<file path="src/rtl/seq_shift_add_mult_pkg.sv">
// Shared types and helpers for the sequential shift-and-add multiplier.
// Imported by the multiplier top level.
package seq_shift_add_mult_pkg;

  typedef enum logic {
    ST_IDLE = 1'b0,
    ST_RUN  = 1'b1
  } state_t;

  function automatic int cnt_w(input int w);
    return $clog2(w + 1);
  endfunction

endpackage

</file>
<file path="src/rtl/seq_shift_add_mult_if.sv">
// Controller <-> multiplier bundle: operands and start in,
// product and status out.
interface seq_shift_add_mult_if #(
  parameter int WIDTH = 4
);

  logic               START;
  logic               SIGNED;
  logic [WIDTH-1:0]   A;
  logic [WIDTH-1:0]   B;
  logic [2*WIDTH-1:0] P;
  logic               BUSY;
  logic               READY;
  logic               DONE;

  modport master (
    output START, SIGNED, A, B,
    input  P, BUSY, READY, DONE
  );

  modport slave (
    input  START, SIGNED, A, B,
    output P, BUSY, READY, DONE
  );

endinterface

</file>
<file path="src/rtl/seq_shift_add_mult_addsub_step.sv">
// One shift-and-add iteration: WIDTH+1 add/sub of the accumulator
// high half, returning the right-shifted high half and the bit shifted out.
module mult_addsub_step #(
  parameter int WIDTH = 4
) (
  input  logic [WIDTH-1:0] acc_hi,
  input  logic [WIDTH-1:0] a,
  input  logic             b0,
  input  logic             sgn,
  input  logic             sub,
  output logic [WIDTH-1:0] acc_nxt,
  output logic             lsb
);

  logic [WIDTH:0] acc_x;
  logic [WIDTH:0] a_x;
  logic [WIDTH:0] addend;
  logic [WIDTH:0] sum;

  // sum[WIDTH] is the carry (unsigned) or the true sign (signed)
  always_comb begin
    acc_x   = {sgn & acc_hi[WIDTH-1], acc_hi};
    a_x     = {sgn & a[WIDTH-1], a};
    addend  = b0 ? a_x : '0;
    sum     = sub ? (acc_x - addend) : (acc_x + addend);
    acc_nxt = sum[WIDTH:1];
    lsb     = sum[0];
  end

endmodule

</file>
<file path="src/rtl/seq_shift_add_mult.sv">
// Sequential WIDTH x WIDTH shift-and-add multiplier, one partial
// product per clock, unsigned or two's-complement operands.
module seq_shift_add_mult
  import seq_shift_add_mult_pkg::*;
#(
  parameter int WIDTH = 4
) (
  input logic CK,
  input logic RST,
  seq_shift_add_mult_if.slave bus
);

  localparam int CNT_W = cnt_w(WIDTH);

  state_t             state;
  state_t             state_nxt;
  logic [WIDTH-1:0]   a_r;
  logic [WIDTH-1:0]   b_sh;
  logic [WIDTH-1:0]   acc_hi;
  logic [WIDTH-1:0]   acc_nxt;
  logic               sgn_r;
  logic               lsb;
  logic               last;
  logic               done_r;
  logic [CNT_W-1:0]   cnt;
  logic [2*WIDTH-1:0] p_r;

  assign last = (cnt == CNT_W'(WIDTH - 1));

  // MSB of B carries negative weight in signed mode
  mult_addsub_step #(
    .WIDTH (WIDTH)
  ) u_step (
    .acc_hi  (acc_hi),
    .a       (a_r),
    .b0      (b_sh[0]),
    .sgn     (sgn_r),
    .sub     (sgn_r & last),
    .acc_nxt (acc_nxt),
    .lsb     (lsb)
  );

  always_ff @(posedge CK or posedge RST) begin
    if (RST) state <= ST_IDLE;
    else     state <= state_nxt;
  end

  always_comb begin
    state_nxt = state;
    if (bus.START)
      state_nxt = ST_RUN;
    else if (state == ST_RUN && last)
      state_nxt = ST_IDLE;
  end

  always_comb begin
    bus.BUSY  = (state == ST_RUN);
    bus.READY = (state == ST_IDLE);
  end

  always_ff @(posedge CK or posedge RST) begin
    if (RST) begin
      a_r    <= '0;
      b_sh   <= '0;
      acc_hi <= '0;
      sgn_r  <= 1'b0;
      cnt    <= '0;
      p_r    <= '0;
      done_r <= 1'b0;
    end else begin
      done_r <= 1'b0;
      if (bus.START) begin
        a_r    <= bus.A;
        b_sh   <= bus.B;
        sgn_r  <= bus.SIGNED;
        acc_hi <= '0;
        cnt    <= '0;
      end else if (state == ST_RUN) begin
        acc_hi <= acc_nxt;
        b_sh   <= {lsb, b_sh[WIDTH-1:1]};
        cnt    <= cnt + CNT_W'(1);
        if (last) begin
          p_r    <= {acc_nxt, lsb, b_sh[WIDTH-1:1]};
          done_r <= 1'b1;
        end
      end
    end
  end

  assign bus.P    = p_r;
  assign bus.DONE = done_r;

endmodule

</file>
<file path="src/flat_wrapper.sv">
// flat-port wrapper written by rule: the top's interface ports become plain ports
module seq_shift_add_mult_flat import seq_shift_add_mult_pkg::*;
#(
  parameter int WIDTH = 4
)
  (CK, RST, bus_START, bus_SIGNED, bus_A, bus_B, bus_P, bus_BUSY, bus_READY, bus_DONE);
  seq_shift_add_mult_if #(.WIDTH(WIDTH)) bus_i ();
  input logic CK;
  input logic RST;
  input wire logic [$bits(bus_i.START)-1:0] bus_START;
  input wire logic [$bits(bus_i.SIGNED)-1:0] bus_SIGNED;
  input wire logic [$bits(bus_i.A)-1:0] bus_A;
  input wire logic [$bits(bus_i.B)-1:0] bus_B;
  output wire logic [$bits(bus_i.P)-1:0] bus_P;
  output wire logic [$bits(bus_i.BUSY)-1:0] bus_BUSY;
  output wire logic [$bits(bus_i.READY)-1:0] bus_READY;
  output wire logic [$bits(bus_i.DONE)-1:0] bus_DONE;
  assign bus_i.START = bus_START;
  assign bus_i.SIGNED = bus_SIGNED;
  assign bus_i.A = bus_A;
  assign bus_i.B = bus_B;
  assign bus_P = bus_i.P;
  assign bus_BUSY = bus_i.BUSY;
  assign bus_READY = bus_i.READY;
  assign bus_DONE = bus_i.DONE;
  seq_shift_add_mult #(.WIDTH(WIDTH)) u_core (.CK(CK), .RST(RST), .bus(bus_i));
endmodule
</file>
<file path="config.mk">
export PLATFORM = sky130hd
export DESIGN_NAME = seq_shift_add_mult_flat
export DESIGN_NICKNAME = d
export VERILOG_FILES = /design/src/rtl/seq_shift_add_mult_pkg.sv /design/src/rtl/seq_shift_add_mult_if.sv /design/src/rtl/seq_shift_add_mult_addsub_step.sv /design/src/rtl/seq_shift_add_mult.sv /design/src/flat_wrapper.sv
export SDC_FILE = /design/constraint.sdc
export NUM_CORES = 1
export LEC_CHECK = 0
export CAP_MARGIN = 20
export CORE_MARGIN = 2
export CORE_UTILIZATION = 52
export CTS_CLUSTER_SIZE = 8
export DETAILED_ROUTE_END_ITERATION = 6
export PLACE_DENSITY = 0.9
export SLEW_MARGIN = 0
export SYNTH_ARGS = -nofsm -noshare
export SYNTH_HDL_FRONTEND = slang
export SYNTH_SLANG_ARGS = --single-unit
</file>
<file path="constraint.sdc">
create_clock -name CK -period 3.55 [get_ports CK]
set_clock_uncertainty 0.15 [all_clocks]
set_input_delay 0.5325 -clock CK [delete_from_list [all_inputs] [get_ports CK]]
set_output_delay 0.5325 -clock CK [all_outputs]
set_load 0.03 [all_outputs]
</file>
==> Yosys cells after proc, flatten, opt, wreduce, memory -nomap -nowiden <==
Index checks and enable logic that the tools add are counted.
W data, S select, Z words.
{ "word_totals": {"regBits": 26, "in_bits": 12} }
{ "classes": {"addsub": 3, "eq_ne": 1, "mux": 13, "n_bitwise": 5, "reduce_logical": 4} }
{ "ops": {"columns": ["cell", "n"], "rows": [
  ["$mux W4", 4],
  ["$mux W5", 2],
  ["$mux W3", 2],
  ["$add A5 B5 Y5", 1],
  ["$mux W1", 5],
  ["$sub A5 B5 Y5", 1],
  ["$reduce_bool A2 Y1", 2],
  ["$add A3 B1 Y3 const B", 1],
  ["$and A1 B1 Y1", 3],
  ["$eq A3 B2 Y1 const B", 1],
  ["$reduce_and A3 Y1", 1],
  ["$not A1 Y1", 2],
  ["$logic_and A1 B1 Y1", 1]
]} }

==> Logic depth before layout (Yosys ltp) <==
Gate-level depths: netlist of run 1.
{ "depth": {"word_depth": 6, "depth_mapped": 12, "depth_no_buf": 12} }

==> Cells and area by module <==
Synthesis of run 1 repeated with hierarchy kept, for this count alone.
{ "unflattened": {"hier_cells": 113, "hier_area_um2": 1328.8} }
{ "by_module_without_submodules": {"columns": ["module", "n_inst", "cells_each", "area_per_inst_um2"], "rows": [
  ["seq_shift_add_mult", 1, 78, 1066.0],
  ["mult_addsub_step", 1, 35, 262.8]
]} }

==> Worst setup path before layout of run 1 <==
Ideal clock, no wire load.
{ "synth_timing": {"path_kind": "register -> register", "start": "register u_core.cnt[0]", "end": "register u_core.acc_hi[3]", "t_arrival_ns": 2.441, "required_time_ns": 3.304, "path_slack_ns": 0.864, "stages_incl_launch_ff": 11, "n_path_buf": 0, "period_less_slack_ns": 2.686, "path_cell_list": "dfrtp_1 > ha_1 > ha_1 > nand2_1 > o21ai_0 > fa_1 > nand2b_1 > o2bb2ai_1 > or3_1 > and2_4 > o32ai_2"} }
{ "synth_between": {"elab_chain_len": 5} }
{ "synth_rtl": {"columns": ["element", "line_no", "text"], "rows": [
  ["start: declaration", "seq_shift_add_mult.sv:25", "logic [CNT_W-1:0] cnt;"],
  ["start signal: assignment", "seq_shift_add_mult.sv:81", "cnt <= cnt + CNT_W'(1);"],
  ["$eq A3 B2 Y1", "seq_shift_add_mult.sv:28", "assign last = (cnt == CNT_W'(WIDTH - 1));"],
  ["$and A1 B1 Y1", "seq_shift_add_mult.sv:38", ".sub (sgn_r & last),"],
  ["$mux W5", "seq_shift_add_mult_addsub_step.sv:25", "sum = sub ? (acc_x - addend) : (acc_x + addend);"],
  ["$mux W4", "seq_shift_add_mult.sv:78", "end else if (state == ST_RUN) begin"],
  ["$mux W4", "seq_shift_add_mult.sv:72", "if (bus.START) begin"],
  ["end signal: assignment", "seq_shift_add_mult.sv:79", "acc_hi <= acc_nxt;"],
  ["end: declaration", "seq_shift_add_mult.sv:19", "logic [WIDTH-1:0] acc_hi;"]
]} }
Every way passes these cells. The select of a mux whose other input is x is not followed.
A chain may end at the register's enable or synchronous reset.

==> Worst setup path after layout of run 1 <==
Same ends and word-level chain as after synthesis.

==> reports/qor.yml, run 1 <==
status: "finished, final reports clean"
num_rows: 18
slew-limit-headroom_pct: 56.7
seq_area_frac_synth_pct: 48.4
final_common_cell: "nand2_1"
cts_inserted_buffers: 3
fmax_mhz: 344
critPathArrivalTime_ns: 3.00
hpwlAfterDp_mm: 2.03
finalHoldViolCount: 0
num_io_pins: 23
multi_input_area_um2: 639
irDropWorstVdd_mv: 0.398
dieArea_mm2: 0.00301
postCtsSetupBuffers: 0
synth_area_leaders: "dfrtp_1 48%, nand2_1 7.8%, ha_1 6.5%"
fillers: 183
gp_congestion: 0.831
powerDensity_mw_per_mm2: 713
final_cell_mix: "28 x nand2_1, 26 x dfrtp_1, 22 x clkdlybuf4s50_1"
p_leak_nw: 0.801
viasPerCell: 5.37
start_util_pct: 54.7
dpl_cell_area_mm2: 0.00159
holdWs_ns: 0.210
grt_pass1_wl_mm: 4.31
netlist.area_leader.share_pct: 48.4
endpoint_kind: "register"
antenna_found_initial: 0
syn_area_mm2: 0.00134
setup_viol_count_final: 0
grt_pass1_vias: 962
path_clk_slew_ns: 0.15
finalCriticalPeriod_ns: 2.90
grt_max_degree: 27
clk_latency_ns: 0.33
cts_root_buffer: "clkbuf_4"
routedWlPerCell_um: 14.7
cts_sinks: 26
tns_ns: 0
crit_path_max_fanout: 4
first_pass_iters: 4
cts_hold_buf: 0
final_area_mm2: 0.00167
htree_num_levels: 1
totalPowerFinal_w: 0.00119
rsz0062_at_grt: "no"
drc: 0
tightest_slew_ns: 0.649
final.period_utilization_pct: 81.8
synthCells: 133
postRouteAntennaNets: 0
hold_path.class: "in -> async"
avgSynthCellArea_um2: 10.1
io_buffers: 22
synth_cell_types: 33
critPathLaunchType: "register"
vias: 998
die_h_um: 54.8
synth.largest_area_cell: "dfrtp_1"
maxCapViolations: 0
cts_tree: "done"
fin_util_pct: 68.0
drive_above_1_share_pct: 11.5
wl_mm: 2.73
grt_usage_pct: 20.4
cts_resized: 0
n_antenna_cell: 0
worstPathRequired_ns: 3.65
syn_to_final_growth_pct: 24.2
yosys_warnings: 0
final-seq-area_um2: 651
slew_violations: 0
clockBufferDepth: 2
synth_seq_cells: 26
grt_remaining_overflow: 0
core_mm2: 0.00245
fp.dieW_um: 54.8
drt_iter0_markers: 9
layout.nets: 177
synthesis.nets: 153
criticalPathCategory: "reg -> reg"
flip-flops by register name, indices dropped and copies added (netlist names):
name / count
u_core.acc_hi: 4
u_core.sgn_r: 1
u_core.bus.BUSY: 1
u_core.bus.DONE: 1
u_core.cnt: 3
u_core.b_sh: 4
u_core.a_r: 4
u_core.bus.P: 8
power by group:
group          leakage, nW  internal, W  switching [W]
registers            0.322     0.000378      0.0000622
logic                0.452     0.000257       0.000284
clock network       0.0279     0.000114      0.0000941
layout make-up:
cell class	instances	share of cell area, %
Tap cell	30	2.25
Sequential cell	26	39.0
Inverter	9	2.02
Multi-Input combinational cell	93	38.3
Clock inverter	1	1.80
Timing Repair Buffer	24	15.3
Clock buffer	3	1.35
cells in the mapped netlist:
cell,instances
a21oi_1,2
dfrtp_1,26
xor2_1,2
or3_1,3
nor2_1,6
nand4b_1,1
a31oi_1,1
a211oi_1,2
o2bb2ai_1,1
clkbuf_1,2
o21ai_2,1
and2_4,1
o21ai_1,3
ha_1,7
nand2_1,28
mux2_2,6
buf_2,1
nand2b_1,3
buf_1,2
a21o_1,1
o32ai_2,1
fa_1,1
nand3_1,2
inv_1,7
inv_2,2
mux2i_1,5
nor2b_1,2
o31ai_1,1
o21ai_0,8
xnor3_1,1
a21oi_2,1
o21a_1,1
xnor2_1,2
metrics by stage:
stage | instances | worst slack [ns]
after floorplan | 133 | 0.864
after global placement | 181 | 0.794
after detailed placement | 181 | 0.684
after CTS | 185 | 0.657
after global routing | 186 | 0.482
final | 186 | 0.645
kinds of logic after synthesis:
family	count (synthesis)	share of synthesized area, %
and+or+nand+nor	46	15.3
DFF	26	48.4
AOI/OAI and AO/OA	23	11.3
buffers and inverters	14	4.00
muxes	11	8.75
adders and majority gates	8	8.01
xor gates and xnor gates	5	4.28
layer usage:
metal | wire, µm | track usage (%) | share of wire [%] | vias up
met4 | 46 | 8.33 | 1.7 | 0
met3 | 92 | 2.73 | 3.4 | 6
met5 | 0 | 0 | 0 | -
met2 | 1420 | 35.3 | 52 | 26
met1 | 1170 | 25.3 | 43 | 474
li1 | - | - | - | 492
worst paths after layout:
path,startpoint,to,slack (ns),cells after the start
worst min-delay path,RST,u_core.cnt[2]$_DFFE_PP0P_,0.21,2
worst max register to register,u_core.cnt[0]$_DFFE_PP0P_,u_core.acc_hi[3]$_DFFE_PP0P_,0.65,10
max in group asynchronous,RST,u_core.sgn_r$_DFFE_PP0P_,2.68,3
min in group CK,u_core.bus.P[4]$_DFFE_PP0P_,u_core.bus.P[4]$_DFFE_PP0P_,0.35,2
worst max-delay path,u_core.cnt[0]$_DFFE_PP0P_,u_core.acc_hi[3]$_DFFE_PP0P_,0.65,10
worst min register to register,u_core.bus.P[4]$_DFFE_PP0P_,u_core.bus.P[4]$_DFFE_PP0P_,0.35,2
worst max-delay path: stages (launching register included):
cell and delay, ns:
dfrtp_1 0.43, ha_1 0.21, ha_1 0.24, nand2_1 0.13
o21ai_0 0.16, fa_1 0.45, nand2b_1 0.15, o2bb2ai_1 0.16
or3_1 0.35, and2_4 0.17, o32ai_2 0.23
Note: power is estimated with default switching activity, not from simulation.
==> run 2: changes to the inputs <==
- CORE_UTILIZATION: 52 -> 47
- PLACE_DENSITY: 0.9 -> 0.86
- clock period: 3.55 -> 2.47 ns (I/O delays scaled with it)
==> run 2 against run 1 <==
Against the previous run: the flow now finishes with violations (negative setup slack); sequential share of layout area decreased by 3.6 points; setup slack got worse by 0.73 ns; critical endpoint unchanged; maximum frequency increased by 14%; utilization decreased by 0.53 points; cell count increased by 7.5%; via count increased by 9.2%; clock power increased by 7%; register-to-register slack got worse by 0.73 ns; non-clock buffer count increased by 13; critical path type unchanged; die area increased by 9.8%; hold slack improved by 0.011 ns.
==> reports/qor.yml, run 2 (synthesis gave the netlist of run 1 again) <==
status: "complete, but fails checks"
violations: "negative setup slack"
drc: 0
htree_num_levels: 1
final-seq-area_um2: 652
fillers: 192
postRouteAntennaNets: 0
io_buffers: 22
antenna_found_initial: 0
vias: 1090
grt_pass1_wl_mm: 5.12
slew-limit-headroom_pct: 74.7
grt_max_degree: 27
grt_pass1_vias: 1169
crit_path_max_fanout: 4
powerDensity_mw_per_mm2: 1010
fin_util_pct: 67.5
rsz0062_at_grt: "yes"
cts_inserted_buffers: 3
slew_violations: 0
dieArea_mm2: 0.00330
finalHoldViolCount: 0
clockBufferDepth: 2
drive_above_1_share_pct: 27.8
endpoint_kind: "register"
grt_remaining_overflow: 0
maxCapViolations: 0
num_io_pins: 23
first_pass_iters: 4
cts_sinks: 26
layout.nets: 190
start_util_pct: 49.2
final_cells: 200
cts_root_buffer: "clkbuf_4"
setup_viol_count_final: 1
clk_latency_ns: 0.33
gr-usage-met3_pct: 2.72
largest_reg_flops: 8
syn_to_final_growth_pct: 37.2
die_h_um: 57.5
n_antenna_cell: 0
grt_usage_pct: 20.4
worstPathRequired_ns: 2.58
finalCriticalPeriod_ns: 2.55
grt_most_used_layer: "met2"
fmax_mhz: 391
p_leak_nw: 0.881
dp_cells: 195
hpwlAfterDp_mm: 2.22
routedWlPerCell_um: 15.1
critPathArrivalTime_ns: 2.66
core_mm2: 0.00273
hold_path.class: "in -> async"
path_clk_slew_ns: 0.14
rr_startpoint: "u_core.cnt[1]$_DFFE_PP0P_"
irDropWorstVdd_mv: 0.692
use_met2_pct: 34.9
final_cell_mix: "25 x nand2_1, 25 x dfrtp_1, 22 x clkdlybuf4s50_1"
wl_mm: 3.02
criticalPathCategory: "reg -> reg"
multi_input_area_um2: 751
final.period_utilization_pct: 103
fin_ws_ns: -0.0844
num_rows: 19
viasPerCell: 5.45
drt_iter0_markers: 48
pre_cts_slack_ns: -0.102
tightest_slew_ns: 0.380
critPathLaunchType: "register"
cp-startpoint: "u_core.cnt[1]$_DFFE_PP0P_"
cts_tree: "done"
fp.dieW_um: 57.5
cts_hold_buf: 0
gp_congestion: 0.854
use_met1_pct: 25.0
-- run 2: cell types whose count changed in the layout (fill, tap and decap cells not counted), moves of 2 or more --
cell	change
nand2_1	-3
o21ai_0	-2
or3_4	+2
or3_1	-2
nand2_2	+2
ha_4	+2
ha_1	-3
buf_4	+14
-- run 2: final timing paths --
path	endpoint	slack, ns	cells past startpoint
hold reg to reg	u_core.bus.P[0]$_DFFE_PP0P_	0.35	2
max in group asynchronous	u_core.b_sh[0]$_DFFE_PP0P_	1.68	3
setup / recovery	u_core.acc_hi[3]$_DFFE_PP0P_	-0.08	11
hold / removal	u_core.bus.P[0]$_DFFE_PP0P_	0.22	3
min in group CK	u_core.bus.P[0]$_DFFE_PP0P_	0.35	2
setup reg to reg	u_core.acc_hi[3]$_DFFE_PP0P_	-0.08	11
-- run 2: metal layers --
metal	vias up	routed length [µm]
li1	523	-
met1	539	1280
met2	19	1570
met3	9	80
met4	0	89
met5	-	0
-- run 2: timing repair --
action | 4_1_cts | 5_1_grt
cloned | 0 | 0
gates resized for setup | 6 | 7
endpoints found under the hold margin | 0 | 0
buffers inserted | 1 | 0
setup endpoints to repair | 3 | 4
pin swaps | 9 | 3
-- run 2: where the power goes --
part           total (W)  internal [W]  switching, W
combinational    0.00102      0.000508      0.000512
sequential      0.000629      0.000544     0.0000846
clock           0.000223     0.0000905      0.000133
total            0.00187       0.00114      0.000729
-- run 2: area by class of cell --
cell class | count | area share, %
Timing Repair Buffer | 37 | 18.0
Clock buffer | 4 | 1.97
Multi-Input combinational cell | 93 | 40.7
Tap cell | 31 | 2.10
Inverter | 9 | 1.83
Sequential cell | 26 | 35.3
-- run 2: critical path, cell delays in order (launching register included) --
cell and delay, ns:
dfrtp_1 0.39, ha_2 0.19, ha_4 0.17, nand2_4 0.07, nand2_1 0.08, o21ai_2 0.07
fa_2 0.34, nand2b_4 0.15, o2bb2ai_4 0.14, or3_4 0.37, and2_4 0.16, o32ai_2 0.19
-- run 2: stage by stage --
stage	power (W)	instance area, µm²	hold slack (ns)	setup TNS (ns)
finish	0.00187	1840	0.220	-0.0844
global route	0.00198	1840	0.268	-0.300
CTS	0.00184	1820	0.223	-0.0844
detailed placement	0.00157	1750	0.322	-0.136
global placement	0.00152	1750	0.315	0
floorplan	0.00124	1400	0.261	-0.0169
